File: config.mk
export PLATFORM = sky130hd
export DESIGN_NAME = ts_eth_framer
export DESIGN_NICKNAME = d
export VERILOG_FILES = /design/src/rtl/eth_pkg.sv /design/src/rtl/eth_crc32_d8.sv /design/src/rtl/ts_eth_framer.sv
export SDC_FILE = /design/constraint.sdc
export NUM_CORES = 2
export LEC_CHECK = 0
export CORE_UTILIZATION = 55
export DETAILED_ROUTE_END_ITERATION = 12
export HOLD_SLACK_MARGIN = 0.15
export MAX_ROUTING_LAYER = met4
export PLACE_DENSITY = 0.72
export SETUP_SLACK_MARGIN = 0.3
export SYNTH_ARGS = -nofsm -noshare
export SYNTH_HDL_FRONTEND = slang
export SYNTH_SLANG_ARGS = --single-unit
File: constraint.sdc
create_clock -name clk -period 5.7 [get_ports clk]
set_clock_uncertainty 0.1 [all_clocks]
set_input_delay 1.14 -clock clk [delete_from_list [all_inputs] [get_ports clk]]
set_output_delay 1.14 -clock clk [all_outputs]
set_load 0.02 [all_outputs]
File: src/rtl/eth_pkg.sv
// Shared constants and FSM encoding for the TS-over-Ethernet transmit path.
// Also used by the receive-side CRC checker.
package eth_pkg;

   localparam logic [7:0]  PREAMBLE_BYTE = 8'h55;
   localparam logic [7:0]  SFD_BYTE      = 8'hD5;
   localparam logic [31:0] CRC_POLY      = 32'hEDB88320;
   localparam logic [31:0] CRC_INIT      = 32'hFFFFFFFF;
   localparam int          HDR_LEN       = 14;
   localparam int          PRE_LEN       = 7;

   typedef enum logic [2:0] {
      S_IDLE,
      S_PRE,
      S_SFD,
      S_HDR,
      S_PAY,
      S_FCS,
      S_IFG
   } state_t;

endpackage

File: src/rtl/eth_crc32_d8.sv
// Combinational CRC-32 update for one byte, LSB-first (reflected polynomial).
// Shared between the transmit framer and the receive checker.
module eth_crc32_d8
   import eth_pkg::*;
(
   input  logic [31:0] crc_i,
   input  logic [7:0]  data_i,
   output logic [31:0] crc_o
);

   logic [31:0] c;

   always_comb begin
      c = crc_i ^ {24'h0, data_i};
      for (int i = 0; i < 8; i++) begin
         c = c[0] ? ((c >> 1) ^ CRC_POLY) : (c >> 1);
      end
      crc_o = c;
   end

endmodule

File: src/rtl/ts_eth_framer.sv
// Captures fixed-length TS packets into a two-bank buffer and sends each
// as one Ethernet II frame on a byte-wide GMII-style transmit interface.
module ts_eth_framer
   import eth_pkg::*;
#(
   parameter logic [47:0] DST_MAC   = 48'hFFFF_FFFF_FFFF,
   parameter logic [47:0] SRC_MAC   = 48'h02_00_00_00_00_01,
   parameter logic [15:0] ETHERTYPE = 16'h88B5,
   parameter int          TS_LEN    = 188,
   parameter int          IFG_LEN   = 12
) (
   input  logic        clk,
   input  logic        rst_n,
   input  logic [7:0]  ts_data,
   input  logic        ts_valid,
   input  logic        ts_start,
   output logic [7:0]  gmii_txd,
   output logic        gmii_tx_en,
   output logic        busy,
   output logic [15:0] frame_cnt,
   output logic [15:0] drop_cnt
);

   localparam logic [111:0] HDR = {DST_MAC, SRC_MAC, ETHERTYPE};

   state_t      state_q, state_d;
   logic [7:0]  cnt_q, cnt_d;
   logic        rd_bank_q, rd_bank_d;
   logic [1:0]  full_q, full_d;
   logic        wr_bank_q, wr_bank_d;
   logic [7:0]  wr_ptr_q, wr_ptr_d;
   logic        wr_act_q, wr_act_d;
   logic [31:0] crc_q, crc_d, crc_nxt;
   logic [15:0] frame_cnt_q, drop_cnt_q;
   logic [7:0]  rdata_q;
   logic [7:0]  bank_mem [2][256];

   logic [7:0]  rd_addr, wr_addr, hdr_byte, fcs_byte;
   logic [31:0] fcs;
   logic [1:0]  set_full, clr_full;
   logic        we, rel, drop_inc;

   // Write side: a start always restarts into a free bank or drops the packet
   always_comb begin
      we       = 1'b0;
      wr_addr  = wr_ptr_q;
      wr_bank_d = wr_bank_q;
      wr_ptr_d = wr_ptr_q;
      wr_act_d = wr_act_q;
      set_full = 2'b00;
      drop_inc = 1'b0;
      if (ts_valid && ts_start) begin
         if (&full_q) begin
            wr_act_d = 1'b0;
            drop_inc = 1'b1;
         end else begin
            we        = 1'b1;
            wr_addr   = 8'd0;
            wr_bank_d = full_q[0];
            wr_ptr_d  = 8'd1;
            wr_act_d  = 1'b1;
         end
      end else if (ts_valid && wr_act_q) begin
         we = 1'b1;
         if (wr_ptr_q == 8'(TS_LEN - 1)) begin
            set_full[wr_bank_q] = 1'b1;
            wr_act_d = 1'b0;
         end else begin
            wr_ptr_d = wr_ptr_q + 8'd1;
         end
      end
   end

   always_comb begin
      state_d   = state_q;
      cnt_d     = cnt_q + 8'd1;
      rd_bank_d = rd_bank_q;
      rel       = 1'b0;
      unique case (state_q)
         S_IDLE: begin
            cnt_d = 8'd0;
            if (|full_q) begin
               state_d   = S_PRE;
               rd_bank_d = ~full_q[0];
            end
         end
         S_PRE: if (cnt_q == 8'(PRE_LEN - 1)) begin
            state_d = S_SFD;
            cnt_d   = 8'd0;
         end
         S_SFD: begin
            state_d = S_HDR;
            cnt_d   = 8'd0;
         end
         S_HDR: if (cnt_q == 8'(HDR_LEN - 1)) begin
            state_d = S_PAY;
            cnt_d   = 8'd0;
         end
         S_PAY: if (cnt_q == 8'(TS_LEN - 1)) begin
            state_d = S_FCS;
            cnt_d   = 8'd0;
         end
         S_FCS: if (cnt_q == 8'd3) begin
            state_d = S_IFG;
            cnt_d   = 8'd0;
            rel     = 1'b1;
         end
         S_IFG: if (cnt_q == 8'(IFG_LEN - 1)) begin
            cnt_d = 8'd0;
            if (|full_q) begin
               state_d   = S_PRE;
               rd_bank_d = ~full_q[0];
            end else begin
               state_d = S_IDLE;
            end
         end
         default: state_d = S_IDLE;
      endcase
   end

   assign clr_full = rel ? (2'b01 << rd_bank_q) : 2'b00;
   assign full_d   = (full_q | set_full) & ~clr_full;

   // Address runs one byte ahead so PAY streams without a bubble
   assign rd_addr = (state_q == S_PAY) ? cnt_q + 8'd1 : 8'd0;

   always_ff @(posedge clk) begin
      if (we) bank_mem[wr_bank_d][wr_addr] <= ts_data;
      rdata_q <= bank_mem[rd_bank_q][rd_addr];
   end

   always_comb begin
      hdr_byte = 8'h00;
      for (int i = 0; i < HDR_LEN; i++) begin
         if (cnt_q == 8'(i)) hdr_byte = HDR[111 - 8*i -: 8];
      end
   end

   assign fcs = ~crc_q;

   always_comb begin
      unique case (cnt_q[1:0])
         2'd0: fcs_byte = fcs[7:0];
         2'd1: fcs_byte = fcs[15:8];
         2'd2: fcs_byte = fcs[23:16];
         default: fcs_byte = fcs[31:24];
      endcase
   end

   always_comb begin
      unique case (state_q)
         S_PRE:   gmii_txd = PREAMBLE_BYTE;
         S_SFD:   gmii_txd = SFD_BYTE;
         S_HDR:   gmii_txd = hdr_byte;
         S_PAY:   gmii_txd = rdata_q;
         S_FCS:   gmii_txd = fcs_byte;
         default: gmii_txd = 8'h00;
      endcase
   end

   assign gmii_tx_en = (state_q != S_IDLE) && (state_q != S_IFG);
   assign busy       = (state_q != S_IDLE);
   assign frame_cnt  = frame_cnt_q;
   assign drop_cnt   = drop_cnt_q;

   eth_crc32_d8 u_crc (
      .crc_i  (crc_q),
      .data_i (gmii_txd),
      .crc_o  (crc_nxt)
   );

   always_comb begin
      crc_d = crc_q;
      if (state_q == S_HDR || state_q == S_PAY) crc_d = crc_nxt;
      else if (state_q != S_FCS) crc_d = CRC_INIT;
   end

   always_ff @(posedge clk or negedge rst_n) begin
      if (!rst_n) begin
         state_q     <= S_IDLE;
         cnt_q       <= 8'd0;
         rd_bank_q   <= 1'b0;
         full_q      <= 2'b00;
         wr_bank_q   <= 1'b0;
         wr_ptr_q    <= 8'd0;
         wr_act_q    <= 1'b0;
         crc_q       <= CRC_INIT;
         frame_cnt_q <= 16'd0;
         drop_cnt_q  <= 16'd0;
      end else begin
         state_q     <= state_d;
         cnt_q       <= cnt_d;
         rd_bank_q   <= rd_bank_d;
         full_q      <= full_d;
         wr_bank_q   <= wr_bank_d;
         wr_ptr_q    <= wr_ptr_d;
         wr_act_q    <= wr_act_d;
         crc_q       <= crc_d;
         frame_cnt_q <= frame_cnt_q + {15'd0, rel};
         if (drop_inc && drop_cnt_q != 16'hFFFF) drop_cnt_q <= drop_cnt_q + 16'd1;
      end
   end

endmodule

==> impl_metrics.json <==
{
  "maxUsedRoutingLayer": "met4",
  "h-tree-depth": 5,
  "maxSlewHeadroom_pct": 8.093,
  "wl_mm": 449.9,
  "clock_latency_ns": 0.96,
  "timing.hold.ws_ns": 0.3612,
  "ios": 54,
  "post_cts_buffers": 0,
  "syn_area_per_cell_um2": 16.39,
  "synth_top_cells_by_area": "edfxtp_1, mux4_2, nand2_1",
  "worst_slack_ns": 0.3777,
  "drtIter0Drc": 15000,
  "cellPowerDensity_nw_per_um2": 330.6,
  "worstSetupPathType": "reg2out",
  "place_congestion": 0.9785,
  "wl_met1_mm": 165.8,
  "synth_edf_count": 4096,
  "dr_wl_met2_mm": 204.3,
  "irDropWorstVdd_mv": 0.2989,
  "antenna_found_initial": 21,
  "cp_slowest_cell": "clkdlybuf4s50_1",
  "setup_tns_ns": 0,
  "synth-seq-area-share_pct": 75.80,
  "place_hpwl_mm": 272.6,
  "arrival_ns": 4.08,
  "firstDrtPassIters": 9,
  "synth-seq-cells": 4192,
  "finalSetupViolations": 0,
  "cts_tree": "yes",
  "syn_nets": 10120,
  "synth_most_common_cell": "edfxtp_1",
  "ys.flop_type": "edfxtp_1",
  "crit_required_ns": 4.46,
  "synth_area_leader_cell": "edfxtp_1",
  "start_util_pct": 55.51,
  "run_status": "completed",
  "root_buffer": "clkbuf_16",
  "final_cells": 14560,
  "die_width_um": 550.4,
  "drc_errors": 0,
  "synth_warnings": 0,
  "crit_path_cell_trace": "buf_4, ha_1, or4_1, nand4_1, nor3_1, a2111o_1, clkdlybuf4s50_1",
  "die-area_um2": 303000,
  "die_y_um": 550.4,
  "io_buffers": 53,
  "critPathMaxStageDelay_ns": 0.68,
  "cts_buffer_depth": 4,
  "via_per_inst": 6.582,
  "min_path_type": "reg2reg",
  "period_share_pct": 93.37,
  "syn_inst": 10100,
  "pre_cts_ws_ns": 0.5094,
  "min_period_ns": 5.322,
  "grt_pass1_vias": 93350,
  "drive_gt1_share_pct": 15.01,
  "wire_per_inst_um": 30.91,
  "numCtsBuffers": 407,
  "nets": 10290,
  "grt_pass1_wl_mm": 651.2,
  "p_leak_uw": 0.05845,
  "cp-end-kind": "output pin",
  "ys_types": 95,
  "core_area_um2": 298000,
  "crit_fanout": 16,
  "synth_top_area_share_pct": 74.35,
  "num_vias": 95830,
  "final_core_util_pct": 62.06,
  "grt.overflow.total": 0,
  "drtAntennaViolNets": 0,
  "path_clk_slew_ns": 0.06,
  "wl_met3_mm": 55.45,
  "max_cap_violations": 0,
  "finalHoldViolCount": 0,
  "dpl.cell_count": 13790,
  "areaGrowthSynthToFinish_pct": 11.80,
  "grt_max_degree": 158,
  "worstMarginPinSlew_ns": 1.379,
  "syn_area_um2": 165400,
  "startpoint_type": "register",
  "slew_viol_final": 0,
  "rsz0062_at_grt": "no",
  "num_rows": 200,
  "async_flop_share_pct": 2.099,
  "max_freq_ghz": 0.1879,
  "clock-sinks": 4192,
  "track_usage_pct": 30.59,
  "ys_top_cells_by_count": "edfxtp_1, nand2_1, nand3_1"
}
-- where the power goes --
| part | switching (uW) | internal [uW] | total, uW |
|---|---|---|---|
| clock | 11400 | 14900 | 26300 |
| combinational | 824 | 109 | 933 |
| sequential | 34.5 | 33800 | 33900 |
| total | 12300 | 48900 | 61100 |
-- area by class of cell --
cell class	count	area (um^2)
well taps	3939	4928
flip-flops and latches	4192	125400
repair buffers	397	4098
multi-input cells	5243	37480
inverters	23	86.33
fillers	20420	113100
diodes	20	50.05
clock buffers	517	10740
clock inverters	228	2153
-- state kept, by name (all words and copies together), names as in the netlist, 2 cells and up --
register,cells
full_q,2
state_q,3
rdata_q,8
drop_cnt,16
wr_ptr_q,8
frame_cnt,16
cnt_q,8
bank_mem,4096
crc_q,32
-- cell usage in the layout (no fill, tap or decap), types with 23 or more instances in the layout --
cell and n:
nor4_1 33, edfxtp_1 4096, a221oi_1 61, xor2_1 23, nand4_1 108, a32oi_1 119, bufinv_16 35, xnor2_1 70
mux4_2 581, mux2i_1 184, nand3_1 614, a311oi_1 73, clkinv_1 105, nor2_1 572, and3_1 90, buf_12 75
clkbuf_1 101, clkdlybuf4s50_1 44, dfrtp_1 55, nor3_1 59, or3_1 23, buf_4 268, nand2_1 1920, clkbuf_16 412
dfstp_2 32, a31oi_1 141, a22oi_1 30, o21ai_0 37, clkinv_2 59, a21oi_1 182, o22ai_1 31
-- cells by family after synthesis --
group / after synthesis / share of synthesized area, %
flip-flops: 4192 / 75.80
AND/OR/NAND/NOR: 3519 / 9.042
AO/OA/AOI/OAI: 837 / 3.629
multiplexers: 768 / 9.043
buffers and inverters: 660 / 1.716
XOR/XNOR: 110 / 0.6996
adder cells (fa/ha/maj): 9 / 0.06807
-- metal layers --
| metal | up-vias | global-route usage [%] |
|---|---|---|
| li1 | 39590 | - |
| met1 | 48550 | 41.24 |
| met2 | 6615 | 44.53 |
| met3 | 1078 | 7.102 |
| met4 | 0 | 14.24 |
| met5 | - | - |
-- critical path, delay by kind of cell (launching register included) --
family | cells | cell delay (ns)
AOI/OAI and AO/OA | 1 | 0.40
adders and majority gates | 1 | 0.66
buffers and inverters | 2 | 0.92
DFF | 1 | 0.36
and+or+nand+nor | 3 | 0.77
-- path summary, 6_finish.rpt --
kind | start | endpoint | slack [ns] | cells past startpoint
hold / removal | frame_cnt[15] | frame_cnt[15] | 0.36 | 1
setup reg to reg | cnt_q[1] | rdata_q[2] | 0.59 | 12
min in group asynchronous | rst_n | drop_cnt[5] | 0.60 | 2
hold reg to reg | frame_cnt[15] | frame_cnt[15] | 0.36 | 1
setup / recovery | cnt_q[0] | gmii_txd[6] | 0.38 | 7
max in group asynchronous | rst_n | rd_bank_q | 3.72 | 3
-- metrics by stage --
stage	total power, uW	cell area, um^2
2_1_floorplan	34640	165400
3_3_place_gp	35400	172000
3_5_place_dp	35440	172000
4_1_cts	61200	184900
5_1_grt	62380	184900
6_report	61140	184900
-- what timing repair did --
item / in CTS / in global routing
setup endpoints to repair: 8 / 7
gates resized for setup: 2 / 2
hold buffers: 1 / 0
endpoints found under the hold margin: 30 / 0
Power figures use the tool's default switching activity.
